### src/rtl/tpa_pkg.sv
// Shared types and constants for transpose_partial_accumulator.
// COL_W   : width of the column index carried with each partial sum.
// MAX_DIM : largest column count the fixed-width index can address.
package tpa_pkg;

   localparam int COL_W   = 4;
   localparam int MAX_DIM = 16;

   typedef enum logic [1:0] {
      IDLE  = 2'd0,
      ACCUM = 2'd1,
      DRAIN = 2'd2
   } tpa_state_e;

endpackage

### src/rtl/tpa_sat_add.sv
// Adds a sign-extended DW-bit partial sum into an ACC_W-bit accumulator.
// With TPA_SATURATE_EN defined the result clamps to the signed ACC_W range and
// ovf_o flags the clamp; otherwise the add wraps and ovf_o is always 0.
// Ports:
//   acc_i    in  ACC_W  current accumulator value (signed)
//   addend_i in  DW     partial sum (signed)
//   sum_o    out ACC_W  new accumulator value
//   ovf_o    out 1      result was clamped
module tpa_sat_add #(
   parameter int ACC_W = 32,
   parameter int DW    = 16
) (
   input  logic signed [ACC_W-1:0] acc_i,
   input  logic signed [DW-1:0]    addend_i,
   output logic signed [ACC_W-1:0] sum_o,
   output logic                    ovf_o
);

`ifdef TPA_SATURATE_EN
   // One guard bit: a sign mismatch between the top two bits means overflow.
   logic signed [ACC_W:0] wide;

   assign wide = $signed({acc_i[ACC_W-1], acc_i}) + (ACC_W+1)'(addend_i);

   always_comb begin
      ovf_o = wide[ACC_W] ^ wide[ACC_W-1];
      sum_o = wide[ACC_W-1:0];
      if (ovf_o) begin
         sum_o = wide[ACC_W] ? {1'b1, {(ACC_W-1){1'b0}}}
                             : {1'b0, {(ACC_W-1){1'b1}}};
      end
   end
`else
   assign sum_o = acc_i + ACC_W'(addend_i);
   assign ovf_o = 1'b0;
`endif

endmodule

### src/rtl/transpose_partial_accumulator.sv
// Per-column accumulator behind the systolic-array output sync stage.
// Accumulates signed partial sums per column over num_pass passes, then drains
// one column sum per valid/ready handshake.
// Optional build macro: TPA_SATURATE_EN (saturating adds + sticky overflow).
// Ports:
//   clk, rst            clock, async active-high reset
//   start, num_pass     begin a run (IDLE only); passes to accumulate, 0 -> 1
//   partial_valid, col_id, partial_data   incoming partial-sum strobe
//   acc_out_valid/ready/data/col          drain handshake
//   busy, done          run in progress; one-cycle pulse at end of drain
//   err_drop, overflow  sticky flags, cleared by accepted start
//
// state | meaning
// IDLE  | waiting for start; strobes dropped
// ACCUM | adding partials; column Dimension-1 closes a pass
// DRAIN | presenting acc[drain_idx] until column Dimension-1 is accepted
module transpose_partial_accumulator
   import tpa_pkg::*;
#(
   parameter int Dimension = 16,
   parameter int DW        = 16,
   parameter int ACC_W     = 32
) (
   input  logic                    clk,
   input  logic                    rst,
   input  logic                    start,
   input  logic [7:0]              num_pass,
   input  logic                    partial_valid,
   input  logic [COL_W-1:0]        col_id,
   input  logic signed [DW-1:0]    partial_data,
   output logic                    acc_out_valid,
   input  logic                    acc_out_ready,
   output logic signed [ACC_W-1:0] acc_out_data,
   output logic [COL_W-1:0]        acc_out_col,
   output logic                    busy,
   output logic                    done,
   output logic                    err_drop,
   output logic                    overflow
);

   localparam logic [COL_W:0]   DIM_L    = (COL_W+1)'(Dimension);
   localparam logic [COL_W-1:0] LAST_COL = COL_W'(Dimension - 1);

   tpa_state_e              state_q, state_d;
   logic signed [ACC_W-1:0] acc_q [Dimension];
   logic signed [ACC_W-1:0] acc_d [Dimension];
   logic [7:0]              pass_cnt_q, pass_cnt_d;
   logic [7:0]              target_q, target_d;
   logic [COL_W-1:0]        drain_idx_q, drain_idx_d;
   logic                    err_q, err_d;
   logic                    ovf_q, ovf_d;
   logic                    done_q, done_d;

   logic                    col_ok;
   logic signed [ACC_W-1:0] add_in, add_sum, drain_data;
   logic                    add_ovf;

   assign col_ok = {1'b0, col_id} < DIM_L;

   // Index by compare rather than direct subscript so col_id values beyond
   // Dimension never address a nonexistent entry.
   always_comb begin
      add_in     = '0;
      drain_data = '0;
      for (int i = 0; i < Dimension; i++) begin
         if (col_id == COL_W'(i))      add_in     = acc_q[i];
         if (drain_idx_q == COL_W'(i)) drain_data = acc_q[i];
      end
   end

   tpa_sat_add #(.ACC_W(ACC_W), .DW(DW)) u_add (
      .acc_i    (add_in),
      .addend_i (partial_data),
      .sum_o    (add_sum),
      .ovf_o    (add_ovf)
   );

   always_comb begin
      state_d     = state_q;
      acc_d       = acc_q;
      pass_cnt_d  = pass_cnt_q;
      target_d    = target_q;
      drain_idx_d = drain_idx_q;
      err_d       = err_q;
      ovf_d       = ovf_q;
      done_d      = 1'b0;
      case (state_q)
         IDLE: begin
            // start outranks a coincident strobe: flags end up cleared.
            if (start) begin
               state_d     = ACCUM;
               for (int i = 0; i < Dimension; i++) acc_d[i] = '0;
               pass_cnt_d  = '0;
               target_d    = (num_pass == 8'd0) ? 8'd1 : num_pass;
               drain_idx_d = '0;
               err_d       = 1'b0;
               ovf_d       = 1'b0;
            end else if (partial_valid) begin
               err_d = 1'b1;
            end
         end
         ACCUM: begin
            if (partial_valid) begin
               if (col_ok) begin
                  for (int i = 0; i < Dimension; i++) begin
                     if (col_id == COL_W'(i)) acc_d[i] = add_sum;
                  end
                  if (add_ovf) ovf_d = 1'b1;
                  if (col_id == LAST_COL) begin
                     pass_cnt_d = pass_cnt_q + 8'd1;
                     if (pass_cnt_q + 8'd1 == target_q) begin
                        state_d     = DRAIN;
                        drain_idx_d = '0;
                     end
                  end
               end else begin
                  err_d = 1'b1;
               end
            end
         end
         DRAIN: begin
            if (partial_valid) err_d = 1'b1;
            if (acc_out_ready) begin
               if (drain_idx_q == LAST_COL) begin
                  state_d     = IDLE;
                  drain_idx_d = '0;
                  done_d      = 1'b1;
               end else begin
                  drain_idx_d = drain_idx_q + 1'b1;
               end
            end
         end
         default: state_d = IDLE;
      endcase
   end

   always_ff @(posedge clk or posedge rst) begin
      if (rst) begin
         state_q     <= IDLE;
         for (int i = 0; i < Dimension; i++) acc_q[i] <= '0;
         pass_cnt_q  <= '0;
         target_q    <= '0;
         drain_idx_q <= '0;
         err_q       <= 1'b0;
         ovf_q       <= 1'b0;
         done_q      <= 1'b0;
      end else begin
         state_q     <= state_d;
         acc_q       <= acc_d;
         pass_cnt_q  <= pass_cnt_d;
         target_q    <= target_d;
         drain_idx_q <= drain_idx_d;
         err_q       <= err_d;
         ovf_q       <= ovf_d;
         done_q      <= done_d;
      end
   end

   assign acc_out_valid = (state_q == DRAIN);
   assign acc_out_data  = acc_out_valid ? drain_data : '0;
   assign acc_out_col   = acc_out_valid ? drain_idx_q : '0;
   assign busy          = (state_q != IDLE);
   assign done          = done_q;
   assign err_drop      = err_q;
   assign overflow      = ovf_q;

endmodule

### config.mk
export PLATFORM = sky130hd
export DESIGN_NAME = transpose_partial_accumulator
export DESIGN_NICKNAME = d
export VERILOG_FILES = /design/src/rtl/tpa_pkg.sv /design/src/rtl/tpa_sat_add.sv /design/src/rtl/transpose_partial_accumulator.sv
export SDC_FILE = /design/constraint.sdc
export NUM_CORES = 2
export LEC_CHECK = 0
export ABC_AREA = 1
export CORE_MARGIN = 5
export CORE_UTILIZATION = 57
export CTS_CLUSTER_SIZE = 28
export DETAILED_ROUTE_END_ITERATION = 10
export PLACE_DENSITY = 0.77
export SKIP_LAST_GASP = 1
export SLEW_MARGIN = 20
export SYNTH_ARGS = -nofsm -noshare
export SYNTH_HDL_FRONTEND = slang
export SYNTH_SLANG_ARGS = --single-unit
### constraint.sdc
create_clock -name clk -period 20 [get_ports clk]
set_clock_uncertainty 0.1 [all_clocks]
set_input_delay 4 -clock clk [delete_from_list [all_inputs] [get_ports clk]]
set_output_delay 4 -clock clk [all_outputs]
set_load 0.02 [all_outputs]
; After elaboration in Yosys (flattened, before gate mapping)
; Index checks and enable logic that the tools add are counted.
[totals]
register_bits = 536
output_inout_bits = 41
elab_cells = 184
[op_classes]
n_addsub = 3
eq_ne = 54
muxes = 78
reduce_logical = 27
[ops]
columns = operator, count
row1 = $mux 32, 49
row2 = $mux 512, 2
row3 = $pmux 512 s2, 1
row4 = $eq 4x4->1 const B, 16
row5 = $reduce_and 4->1, 16
row6 = $ne 2x2->1 const B, 19
row7 = $add 32x16->32, 1
row8 = $eq 4x3->1 const B, 8
row9 = $mux 8, 4
row10 = $mux 4, 7
row11 = $eq 4x2->1 const B, 4
row12 = $pmux 8 s2, 1
row13 = $mux 2, 6
row14 = $pmux 4 s3, 1
row15 = $reduce_and 6->1, 2
row16 = $add 8x1->8 const B, 1
row17 = $eq 4x1->1 const B, 2
row18 = $eq 8x8->1, 1
row19 = $logic_not 4->1, 2
row20 = $logic_not 8->1, 1
row21 = $pmux 2 s3, 1
row22 = $reduce_bool 2->1, 3
row23 = $mux 1, 5
row24 = $add 4x1->4 const B, 1
row25 = 7 further kinds, 8

; Longest topological paths before layout
[logic_depth]
ltp_word = 21
ltp_mapped = 33
depth_no_buf = 31

; Modules after synthesis
; Synthesis repeated with hierarchy kept, for this count alone.
[hier_totals]
hier_cells = 4467
area_unflattened_um2 = 31078.6
[by_module_without_submodules]
columns = mod, instances, cells_per_inst, area_per_inst_um2, seq_area_each_um2
row1 = transpose_partial_accumulator, 1, 3971, 28682.5, 13437.9
row2 = tpa_sat_add, 1, 496, 2396.0, 0.0

; Worst setup path before layout
; OpenSTA, ideal clock, no wires.
[synth_path]
kind = input-to-reg
startpoint = input col_id[0]
endpoint = register acc_q[474] (netlist name)
setup_time_ns = 0.134
t_arrival_ns = 7.168
required_time_ns = 19.766
slack_ns = 12.599
stages = 24
path_cell_list = inv_1 nand2_1 nor2_4 inv_2 clkbuf_2 o21ai_0 o21ai_0 o31ai_1 nand4_1 nor2_1 nand3_1 nor2_1 nand3_1 ha_1 a21oi_2 o21ai_1 a21oi_2 inv_1 a21oi_1 nand2_1 or2_2 nand3_1 clkbuf_1 o21ai_0
[synth_via]
elab_chain_cells = 21
[synth_rtl]
columns = item, line_no
row1 = from (decl), transpose_partial_accumulator.sv:29  ; input logic [COL_W-1:0] col_id,
row2 = $logic_not 4->1, transpose_partial_accumulator.sv:66  ; if (col_id == COL_W'(i)) add_in = acc_q[i];
row3 = $mux 32 (16 in a row), transpose_partial_accumulator.sv:66
row4 = $add 32x16->32, tpa_sat_add.sv:34  ; assign sum_o = acc_i + ACC_W'(addend_i);
row5 = $mux 32, transpose_partial_accumulator.sv:106  ; if (col_id == COL_W'(i)) acc_d[i] = add_sum;
row6 = $mux 512, transpose_partial_accumulator.sv:103  ; if (partial_valid) begin
row7 = $pmux 512 s2, transpose_partial_accumulator.sv:87  ; case (state_q)
row8 = to (signal assigned), transpose_partial_accumulator.sv:149  ; acc_q <= acc_d;
row9 = to (decl), transpose_partial_accumulator.sv:45  ; logic signed [ACC_W-1:0] acc_q [Dimension];
; Several ways; a longest one is shown, not always the timed one. The select of a mux whose other input is x is not followed.
; A chain may end at the register's enable or synchronous reset.

; Worst setup path after layout
[layout_path]
startpoint = register drain_idx_q[0]
endpoint = output acc_out_data[25]
[layout_via]
elab_chain_cells = 18
[layout_rtl]
columns = item, line_no
row1 = from (decl), transpose_partial_accumulator.sv:49  ; logic [COL_W-1:0] drain_idx_q, drain_idx_d;
row2 = from (signal assigned), transpose_partial_accumulator.sv:152  ; drain_idx_q <= drain_idx_d;
row3 = $logic_not 4->1, transpose_partial_accumulator.sv:67  ; if (drain_idx_q == COL_W'(i)) drain_data = acc_q[i];
row4 = $mux 32 (15 in a row), transpose_partial_accumulator.sv:67
row5 = $mux 32 (*), transpose_partial_accumulator.sv:67
row6 = $mux 32 (*), transpose_partial_accumulator.sv:160  ; assign acc_out_data = acc_out_valid ? drain_data : '0;
row7 = to (decl), transpose_partial_accumulator.sv:33  ; output logic signed [ACC_W-1:0] acc_out_data,
; Mark *: on every way between the ends. The rest lies on a longest branch, timed or not.

==> flow_summary.json <==
{
  "status": "finished, final reports clean",
  "cts_buffer_depth": 3,
  "syn-instance-count": 4322,
  "crit_required_ps": 15900,
  "synthAdderAreaFrac": 0.0185,
  "whs_path_depth": 2,
  "cts-root-buf": "clkbuf_16",
  "grt_pass1_vias": 27800,
  "crit_arrival_ps": 5640,
  "synth_nets": 4400,
  "slowest_stage": "clkdlybuf4s50_1",
  "hpwl_um": 67600,
  "period_share": 0.487,
  "yosysTopAreaCell": "dfrtp_1",
  "finalPower_mw": 4.95,
  "async_flop_share": 1.00,
  "worstHoldPathType": "reg2reg",
  "synth-simple-area-share": 0.275,
  "maxSlewHeadroom": 0.272,
  "synth_area_leaders": "dfrtp_1 44%, nand2_1 18%, o21ai_0 9.6%, nand3_1 4.5%, a21oi_1 4.5%",
  "dr.pass1.iters": 6,
  "final.setup.tns_ps": 0,
  "synth-seq-area-share": 0.436,
  "cp.buffers_inverters": 7,
  "grt_overflow_total": 0,
  "syn-cell-area_sq_um": 30800,
  "maxCapViolations": 0,
  "setup_viol": 0,
  "final_util": 0.635,
  "grt_pass1_wl_um": 163000,
  "clkLatencyLatePin_ps": 640,
  "dpl_cell_area_sq_um": 31900,
  "synth_top_area_frac": 0.436,
  "synth_xor_area_frac": 0.00256,
  "cts_made_buffers": 58,
  "cellLeakagePower_nw": 15.5,
  "drive_gt1_frac": 0.0738,
  "yosysWarningCount": 0,
  "synth_top_family_by_area": "simple AND/OR/NAND/NOR gates",
  "cts_max_level": 2,
  "clk_pin_slew_ps": 60,
  "reg2reg_to": "acc_q[56]",
  "final_design_area_no_fill_sq_um": 34000,
  "cts_tree": "built",
  "whs_endpoint": "acc_q[340]",
  "initial_utilization": 0.574,
  "r2r_setup_slack_ps": 15130,
  "cpPeakStageDelay_ps": 750,
  "post_cts_buffers": 0,
  "drtIter0Drc": 3912,
  "power_density_nw_per_um2": 145,
  "die_area_sq_um": 58700,
  "ys.flop_type": "dfrtp_1",
  "worst-setup-path-type": "reg2out",
  "die_h_um": 242,
  "cts-hold-fix-buffers": 0,
  "cp-start-kind": "flop",
  "path_max_fanout": 22,
  "io_buffer_count": 72,
  "muxShareOfSynthArea": 0,
  "worstMarginPinSlew_ps": 1090,
  "ios": 74,
  "cts.sinks": 536,
  "num_vias": 30200,
  "grt_max_degree": 133,
  "min_from": "acc_q[340]",
  "wl_um": 104000,
  "ir_drop_uv": 112,
  "synth_compound_area_frac": 0.187,
  "wl_per_cell_um": 20.9,
  "route.detailed.drc": 0,
  "cts_resized": 0,
  "finalNetCount": 4326,
  "die_w_um": 242,
  "r2r_cells": 23,
  "rsz0062_at_grt": "false",
  "critPathTopFamily": "buffers and inverters",
  "synthToLayoutAreaGrowth_pct": 10.6,
  "avgSynthCellArea_sq_um": 7.12,
  "rows": 85,
  "end_kind": "output port",
  "antenna_found_initial": 3,
  "path_cells": "inv_1, ha_1, inv_1, nor2_2, buf_4, inv_1, buf_4, o21ai_0, inv_1, nand2_1, nand2_1, nand2_1, nand2_1, nand3_1, nand2_1, nand3_1, nand3_1, nand3_1, nand2_1, a21oi_1, clkdlybuf4s50_1",
  "place.gp.congestion": 0.970,
  "synth_edf_count": 0,
  "track_usage": 0.346,
  "period_minus_slack_ps": 9740,
  "hold_viol": 0,
  "synth_cell_types": 57,
  "maxSlewViolCount": 0,
  "core-area_sq_um": 53600,
  "rr_startpoint": "acc_q[483]",
  "ant_nets": 0,
  "crit_top_cell": "nand2_1",
  "fmax_mhz": 103,
  "ys_ff_latch": 536,
  "vias_per_cell": 6.04
}
-- worst max path at each step --
| stage | from | end | slack (ps) | cells past startpoint |
|---|---|---|---|---|
| 2_1_floorplan | rst | acc_q[0] | 920 | 1 |
| 3_3_place_gp | col_id[3] | acc_q[476] | 10030 | 25 |
| 3_5_place_dp | col_id[3] | acc_q[188] | 9910 | 25 |
| 4_1_cts | drain_idx_q[0] | acc_out_data[25] | 10300 | 21 |
| 5_1_grt | col_id[3] | acc_q[124] | 9900 | 25 |
| 6_report | drain_idx_q[0] | acc_out_data[25] | 10260 | 21 |
-- stage by stage --
| step | worst slack (ps) | cells | hold slack (ps) |
|---|---|---|---|
| 2_1_floorplan | 920 | 4322 | 349 |
| 3_3_place_gp | 10030 | 4883 | 365 |
| 3_5_place_dp | 9910 | 4883 | 370 |
| 4_1_cts | 10300 | 4989 | 387 |
| 5_1_grt | 9900 | 4990 | 404 |
| 6_report | 10260 | 4992 | 384 |
-- registers in the layout, summed over array words and instances (netlist names) --
| register | flops |
|---|---|
| drain_idx_q | 4 |
| state_q | 2 |
| err_drop | 1 |
| pass_cnt_q | 8 |
| target_q | 8 |
| done | 1 |
| acc_q | 512 |
-- routing by layer --
layer | vias up | track usage | share of wire
met5 | - | 0 | 0.00018
met4 | 2 | 0.158 | 0.050
met3 | 314 | 0.0864 | 0.12
met2 | 1861 | 0.518 | 0.43
met1 | 14000 | 0.478 | 0.40
li1 | 14000 | - | -
-- Yosys cell counts, types with 8 or more instances --
master,instances
ha_1,44
nand2_1,1443
a21oi_1,274
nand3_1,278
o21ai_2,29
o21bai_1,19
a21oi_2,9
buf_2,82
buf_6,8
nor2_1,186
o21ai_0,589
dfrtp_1,536
o211ai_1,24
buf_4,9
o21ai_1,86
nand4_1,56
inv_1,315
clkbuf_1,168
o22ai_1,8
o2111ai_1,14
or2_2,30
inv_2,15
-- placed cells by master (no fill, tap or decap), types with 13 or more instances in the layout --
cell type           n
ha_1               44
clkbuf_16          59
dfrtp_1           536
o2111ai_1          14
bufinv_16          13
o21ai_0           572
clkinv_2           15
nor2_2             20
o21ai_2            32
nor2_1            169
clkdlybuf4s50_1    72
o21bai_1           19
inv_2              14
o21ai_1            89
buf_4              73
a21oi_1           274
nand2_1          1443
nand4_1            56
or2_2              30
inv_1             313
o211ai_1           24
nand3_1           278
-- layout make-up --
| class | count | area [sq um] |
|---|---|---|
| clock buffers | 75 | 1650 |
| inverters | 331 | 1250 |
| diodes | 2 | 5.00 |
| repair buffers | 146 | 1300 |
| well taps | 696 | 871 |
| fillers | 4723 | 19600 |
| clock inverters | 31 | 494 |
| multi-input cells | 3175 | 15100 |
| flip-flops and latches | 536 | 13400 |
-- logic make-up after synthesis --
logic type               Yosys count
AO/OA/AOI/OAI                   1072
other                              1
adder cells (fa/ha/maj)           45
flip-flops                       536
AND/OR/NAND/NOR                 2048
buffers and inverters            611
XOR/XNOR                           9
-- where the power goes --
part / switching (mW) / internal (mW)
Sequential: 0.310 / 1.51
Combinational: 1.37 / 0.547
Clock: 0.474 / 0.745
Total: 2.15 / 2.80
-- tightest hold or removal path, stage by stage (launching register included) --
cell     delay [ps]
dfrtp_1         340
nand2_1          50
o21ai_0          60
Note: power is estimated with default switching activity, not from simulation.
